<file path="config.mk">
export PLATFORM = sky130hd
export DESIGN_NAME = encoder_mac_sequencer
export DESIGN_NICKNAME = d
export VERILOG_FILES = /design/src/rtl/encoder_mac_sequencer.sv
export SDC_FILE = /design/constraint.sdc
export NUM_CORES = 2
export LEC_CHECK = 0
export BUFFER_PORTS_ARGS = -buffer_cell sky130_fd_sc_hd__clkbuf_2
export CORE_MARGIN = 1
export CORE_UTILIZATION = 61
export CTS_CLUSTER_SIZE = 12
export DETAILED_ROUTE_END_ITERATION = 8
export GPL_TIMING_DRIVEN = 0
export MAX_ROUTING_LAYER = met4
export PLACE_DENSITY = 0.82
export SETUP_SLACK_MARGIN = 0.02
export SLEW_MARGIN = 30
export SYNTH_ARGS = -nofsm -noshare
export SYNTH_HDL_FRONTEND = slang
export SYNTH_SLANG_ARGS = --single-unit
export TNS_END_PERCENT = 100
</file>
<file path="constraint.sdc">
create_clock -name clk -period 25.6 [get_ports clk]
set_clock_uncertainty 0.2 [all_clocks]
set_input_delay 1.28 -clock clk [delete_from_list [all_inputs] [get_ports clk]]
set_output_delay 1.28 -clock clk [all_outputs]
set_load 0.02 [all_outputs]
</file>
<file path="src/rtl/encoder_mac_sequencer.sv">
// encoder_mac_sequencer
//   Computes the encoder layer y[j] = b[j] + sum_i x[i]*w[j][i] on a single
//   shared multiply-accumulate lane. One input vector is latched, the weight
//   memory is walked in order (j outer, i inner), and the M_output results are
//   handed to the next layer through a valid/ready handshake.
//
// Ports
//   clk        rising-edge clock
//   rst        asynchronous reset, active-high
//   in_valid   x and b are valid
//   in_ready   block accepts a vector (registered)
//   x          input vector, x[i] at [i*BITSIZE +: BITSIZE]
//   b          bias vector, b[j] at [j*BITSIZE +: BITSIZE]
//   w_rd_en    weight memory read strobe
//   w_addr     weight address = j*N_input + i
//   w_data     w[j][i], valid one cycle after w_rd_en
//   out_valid  results are valid
//   out_ready  downstream accepts the results
//   out        y[j] at [j*BITSIZE +: BITSIZE]
//   busy       high in any state other than IDLE
//
// state | meaning
// IDLE  | waiting for an input vector, in_ready high
// LOAD  | seed accumulator with b[j], first weight read of row j in flight
// MAC   | accumulate x[i]*w[j][i], prefetching w[j][i+1]
// DONE  | results presented, waiting for out_ready
module encoder_mac_sequencer #(
    parameter int N_input  = 9,
    parameter int M_output = 4,
    parameter int BITSIZE  = 32,
    parameter int FRAC     = 16,
    parameter int ADDR_W   = 6
) (
    input  logic                          clk,
    input  logic                          rst,
    input  logic                          in_valid,
    output logic                          in_ready,
    input  logic [N_input*BITSIZE-1:0]    x,
    input  logic [M_output*BITSIZE-1:0]   b,
    output logic                          w_rd_en,
    output logic [ADDR_W-1:0]             w_addr,
    input  logic [BITSIZE-1:0]            w_data,
    output logic                          out_valid,
    input  logic                          out_ready,
    output logic [M_output*BITSIZE-1:0]   out,
    output logic                          busy
);

    typedef enum logic [1:0] {IDLE, LOAD, MAC, DONE} state_t;

    localparam int IW = (N_input  > 1) ? $clog2(N_input)  : 1;
    localparam int JW = (M_output > 1) ? $clog2(M_output) : 1;
    localparam logic [IW-1:0] I_LAST = IW'(N_input - 1);
    localparam logic [JW-1:0] J_LAST = JW'(M_output - 1);

    state_t                        state;
    logic [IW-1:0]                 i;
    logic [JW-1:0]                 j;
    logic [BITSIZE-1:0]            acc;
    logic [N_input*BITSIZE-1:0]    x_r;
    logic [M_output*BITSIZE-1:0]   b_r;

    logic [BITSIZE-1:0] x_sel;
    logic [BITSIZE-1:0] b_sel;
    logic [BITSIZE-1:0] prod_term;
    logic [BITSIZE-1:0] acc_sum;

    // Fixed-point multiply: full-width signed product, arithmetic shift
    // (floor), keep the low word so overflow wraps.
    function automatic logic [BITSIZE-1:0] mul(input logic [BITSIZE-1:0] a,
                                               input logic [BITSIZE-1:0] c);
        logic signed [2*BITSIZE-1:0] p;
        p = $signed(a) * $signed(c);
        p = p >>> FRAC;
        return p[BITSIZE-1:0];
    endfunction

    assign x_sel     = x_r[i*BITSIZE +: BITSIZE];
    assign b_sel     = b_r[j*BITSIZE +: BITSIZE];
    assign prod_term = mul(x_sel, w_data);
    assign acc_sum   = acc + prod_term;
    assign busy      = (state != IDLE);

    // Reads are issued one cycle ahead of use; since they are strictly
    // sequential, each new address is simply the previous one plus one.
    always_ff @(posedge clk or posedge rst) begin
        if (rst) begin
            state     <= IDLE;
            i         <= '0;
            j         <= '0;
            acc       <= '0;
            x_r       <= '0;
            b_r       <= '0;
            in_ready  <= 1'b0;
            w_rd_en   <= 1'b0;
            w_addr    <= '0;
            out_valid <= 1'b0;
            out       <= '0;
        end else begin
            case (state)
                IDLE: begin
                    in_ready <= 1'b1;
                    if (in_valid && in_ready) begin
                        x_r      <= x;
                        b_r      <= b;
                        j        <= '0;
                        i        <= '0;
                        w_rd_en  <= 1'b1;
                        w_addr   <= '0;
                        in_ready <= 1'b0;
                        state    <= LOAD;
                    end
                end
                LOAD: begin
                    acc <= b_sel;
                    i   <= '0;
                    if (I_LAST != '0) begin
                        w_rd_en <= 1'b1;
                        w_addr  <= w_addr + 1'b1;
                    end else begin
                        w_rd_en <= 1'b0;
                    end
                    state <= MAC;
                end
                MAC: begin
                    acc <= acc_sum;
                    if (i != I_LAST) begin
                        i <= i + 1'b1;
                        // the read for element i+2 exists only if i+1 is not the last
                        if ((i + 1'b1) != I_LAST) begin
                            w_rd_en <= 1'b1;
                            w_addr  <= w_addr + 1'b1;
                        end else begin
                            w_rd_en <= 1'b0;
                        end
                    end else begin
                        out[j*BITSIZE +: BITSIZE] <= acc_sum;
                        if (j != J_LAST) begin
                            j       <= j + 1'b1;
                            w_rd_en <= 1'b1;
                            w_addr  <= w_addr + 1'b1;
                            state   <= LOAD;
                        end else begin
                            w_rd_en   <= 1'b0;
                            out_valid <= 1'b1;
                            state     <= DONE;
                        end
                    end
                end
                DONE: begin
                    if (out_ready) begin
                        out_valid <= 1'b0;
                        in_ready  <= 1'b1;
                        state     <= IDLE;
                    end
                end
                default: state <= IDLE;
            endcase
        end
    end

endmodule

</file>
Word-level counts from Yosys, hierarchy flattened --
Index checks and enable logic that the tools add are counted.
Word-level totals: input bits 452, register bits after elaboration 593, output and inout port bits 138
Operators by class: bitwise logic cells 1, shifts and indexed selects 4, equality and inequality tests 14, $add $sub $neg 5, reduce and logical (&&, ||, !) cells 17, multiplexer cells 31, multipliers 1
Operators by type and width (count):
- $shiftx A288 B10 Y32 | 1
- $bwmux W128 | 1
- $shift A32 B34 Y128 const A | 1
- $shiftx A128 B8 Y32 | 1
- $shiftx A32 B34 Y128 | 1
- $pmux W32 S2 | 1
- $mul A32 B32 Y48 | 1
- $neg A7 Y34 | 1
- $add A32 B32 Y32 | 1
- $mux W6 | 4
- $pmux W6 S3 | 1
- $mux W2 | 7
- $ne A2 B2 Y1 const B | 7
- $pmux W4 S3 | 1
- $reduce_and A4 Y1 | 3
- $reduce_bool A2 Y1 | 5
- $mux W1 | 9
- $mux W4 | 2
- $ne A4 B4 Y1 const B | 2
- $pmux W2 S4 | 1
- $reduce_and A2 Y1 | 4
- $add A6 B1 Y6 const B | 1
- $ne A3 B3 Y1 const B | 2
- $reduce_and A3 Y1 | 2
- 11 further kinds | 13

Logic depth before layout (Yosys ltp) --
depth in word-level cells 5, gate-level depth with buffers 51, mapped depth without buffers 44

Worst setup path after synthesis --
Ideal clock, no wire load.
path kind flip-flop to flip-flop, start point register i[1], end point register out[127], buffers on the path 7, stages on the path, launching flop included 47, clock period less this slack 11.284 ns, path slack 14.316 ns, setup time 0.121 ns, arrival time 10.963 ns, cell sequence dfrtp_1 buf_4 buf_4 buf_4 buf_1 clkbuf_1 mux4_2 mux2i_1 o21ai_0 clkbuf_1 and2_1 fa_1 inv_1 fa_1 inv_1 fa_1 inv_1 fa_1 [11 not listed] o21ai_0 o31a_1 or2_1 buf_6 a21o_1 a21oi_2 xnor2_1 ha_1 a21o_1 a221oi_1 nand2_1 o41ai_1 o21ai_0 o22ai_1 xor2_1 nand3_1 and2_4 a22o_1
Between the ends: longest elaborated chain between the ends 5
RTL lines:
- start: declaration | RTL line 57 | logic [IW-1:0] i;
- start signal: assignment | RTL line 128 | i <= i + 1'b1;
- $shiftx A288 B10 Y32 | RTL line 78 | assign x_sel = x_r[i*BITSIZE +: BITSIZE];
- $mul A32 B32 Y48 | RTL line 73 | p = $signed(a) * $signed(c);
- $add A32 B32 Y32 | RTL line 81 | assign acc_sum = acc + prod_term;
- $shiftx A32 B34 Y128 | RTL line 137 | out[j*BITSIZE +: BITSIZE] <= acc_sum;
- $bwmux W128 | RTL line 137
- end signal: indexed assignment | RTL line 137
- end: declaration | RTL line 45 | output logic [M_output*BITSIZE-1:0] out,
Parallel ways exist; a longest one is shown, timed or not. A chain may end at the register's enable or synchronous reset.

Worst setup path after layout --
start point register i[2], end point register out[63]
The elaborated chain is that of the path after synthesis.

==> flow_summary.ini <==
[synthesis]
ys_warn_count = 0
syn_nets = 6579
ys_seq_area_share_pct = 26.6
netlist_instances = 5077
async_reset_ff_share_pct = 100
ys_types = 71
syn_avg_cell_area_um2 = 11.0
synth-main-ff-cell = dfrtp_1
synth_seq_cells = 593
synth_area_um2 = 55800
synth_edf_count = 0

[sta]
slew_viol_final = 0
slew-limit-headroom_pct = 18.9
clock.fmax_ghz = 0.0650
whs_ns = 0.286
tns_ns = 0
hold_violations = 0
finalSetupViolCount = 0
rsz0062_at_grt = no
period_share_pct = 60.1
max_slew.worst_pin.slew_ns = 1.22
setup_ws_ns = 10.21
fin_crit_ns = 15.39

[min_path]
min_from = out[13]
min_to = out[13]
hp-class = register to register
min_delay_path_depth = 2

[clock_network]
cts_buffers = 59
clk_path_buf_depth = 3
cts-resized-gates = 0
numClockSinks = 593
cts.hold.buffers_added = 0
postCtsSetupBuffers = 0
cts_tree = done
clk_latency_ns = 0.65
clk_pin_slew_ns = 0.06
root_buffer = clkbuf_16
ctsHtreeMaxLevel = 2

[final_layout]
areaGrowthSynthToFinish_pct = 12.1
drive_gt1_share_pct = 21.8
instances_no_fill = 7019
final_nets = 7243

[global_route]
grt_use_total_pct = 44.9
antenna_found_initial = 67
grt_pass1_wl_um = 291000
grt-ovfl-total = 0
grt_pass1_vias = 44808
grt_start_max_net_pins = 95

[setup_path]
worstPathArrival_ns = 15.71
crit_type = register to register
end_kind = register
crit_path_max_incr_delay_ns = 0.77
r2r_cells = 44
r2r-start = i[2]
required_ns = 25.92
path_buf_inv = 13
slowest_stage = buf_1
reg2reg_to = out[63]
cp_top_family = adder cells
cp_max_fo = 10
critPathLaunchType = register
regToRegSetupSlack_ns = 10.21
crit_top_cell = fa_1
cp-startpoint = i[2]

[drt]
vias_per_cell = 6.08
firstDrtPassIters = 6
drt_iter0_markers = 4511
drtAntennaViolNets = 0
wirelength_um = 199000
wire_per_inst_um = 28.4
dr_total_vias = 42702
drc = 0

[outcome]
status = finished, final reports clean

[placement]
gp_congestion = 1.03
post-place-cells = 6856
port_buffers = 587
dp_hpwl_um = 162000
preCtsSetupSlack_ns = 10.66

[die]
die_h_um = 304
fp.dieW_um = 304
io_pins = 590
dieArea_um2 = 92600
core-area_um2 = 90300
fp-row-count = 110
initial_utilization_pct = 61.8

[run]
drv_cap = 0
[layout make-up]
type | count | area, µm²
diodes | 71 | 178
repair buffers | 603 | 3220
plain buffers | 287 | 1200
inverters | 844 | 3180
fillers | 6702 | 27800
flip-flops and latches | 593 | 14800
multi-input cells | 3353 | 36600
well taps | 1176 | 1470
clock buffers | 83 | 1660
clock inverters | 9 | 149
[worst max path at each step]
stage,endpoint,depth (start not counted),slack [ns]
global placement,out[39],2,1.62
CTS,out[63],43,10.54
detailed placement,out[63],44,10.66
global route,out[63],44,9.95
floorplan,acc[0],1,7.52
finish,out[63],44,10.21
[cell usage in the layout (no fill, tap or decap), types with 26 or more instances in the layout]
cell type / n
inv_1: 843
fa_1: 839
clkbuf_2: 602
dfrtp_1: 593
nand2_1: 536
and2_1: 487
mux2_2: 417
clkbuf_1: 251
ha_1: 211
a22o_1: 107
nor2_1: 93
mux4_2: 85
o21ai_0: 79
a21oi_1: 77
diode_2: 71
mux2i_1: 61
clkbuf_16: 59
xnor2_1: 54
xor2_1: 26
[worst min-delay path, cell delays in order (launching register included)]
cell and delay (ns):
dfrtp_1 0.34, nand2_1 0.05, o21ai_0 0.06
[logic make-up (layout without fill, tap and decap cells)]
logic type	count (synthesis)	after routing	synth area share [%]
flip-flops	593	593	26.6
buffers and inverters	1131	1826	7.80
AO/OA/AOI/OAI	424	424	5.28
AND/OR/NAND/NOR	1229	1229	11.0
other	0	71	0
adder cells (fa/ha/maj)	1050	1050	34.9
XOR/XNOR	86	86	1.50
multiplexers	564	564	13.0
[flip-flops by register name, summed over array words and instances, names as in the netlist]
| register | flops |
|---|---|
| j | 2 |
| i | 4 |
| out_valid | 1 |
| in_ready | 1 |
| state | 2 |
| out | 128 |
| b_r | 128 |
| w_addr | 6 |
| acc | 32 |
| w_rd_en | 1 |
| x_r | 288 |
[cell usage after synthesis (all sizes together) (6+ instances only)]
cell	instances	share of area [%]
a211oi	11	0.17
xnor2	54	0.85
a31oi	16	0.18
o21a	17	0.23
nand2b	11	0.12
nor2	93	0.63
xor2	26	0.41
and2	488	5.5
clkbuf	249	1.7
nor2b	13	0.15
nand4	15	0.17
a32o	6	0.11
a21o	25	0.34
mux2i	61	1.1
buf	38	0.44
nand2	536	3.6
mux4	86	3.5
nor3	14	0.13
dfrtp	593	27
fa	839	30
inv	844	5.7
nand3	17	0.16
and3	8	0.090
mux2	417	8.4
a221oi	6	0.094
o21ai	107	0.98
a221o	8	0.14
or3	8	0.090
a22o	107	1.7
o211ai	6	0.11
a21oi	79	0.72
or2	13	0.15
ha	211	4.7
o21bai	8	0.11
[metrics by stage]
stage                     area, µm²  util, %
after floorplan               55800        -
after global placement        60200     66.6
after detailed placement      60500     67.0
after CTS                     62300     69.0
after global routing          62500     69.2
final                         62500     69.2
[per-layer routing]
layer	part of all wire (%)	vias to the layer above	wire length [µm]	track usage [%]
li1	-	17351	-	-
met1	36	21954	72400	56.4
met2	45	2718	89400	65.4
met4	6.9	0	13800	25.4
met3	12	679	23800	13.1
met5	0	-	0	-
Power is left out: the tool's default activity adds up to more than one toggle a clock period on the data nets, which glitch-free logic cannot reach.
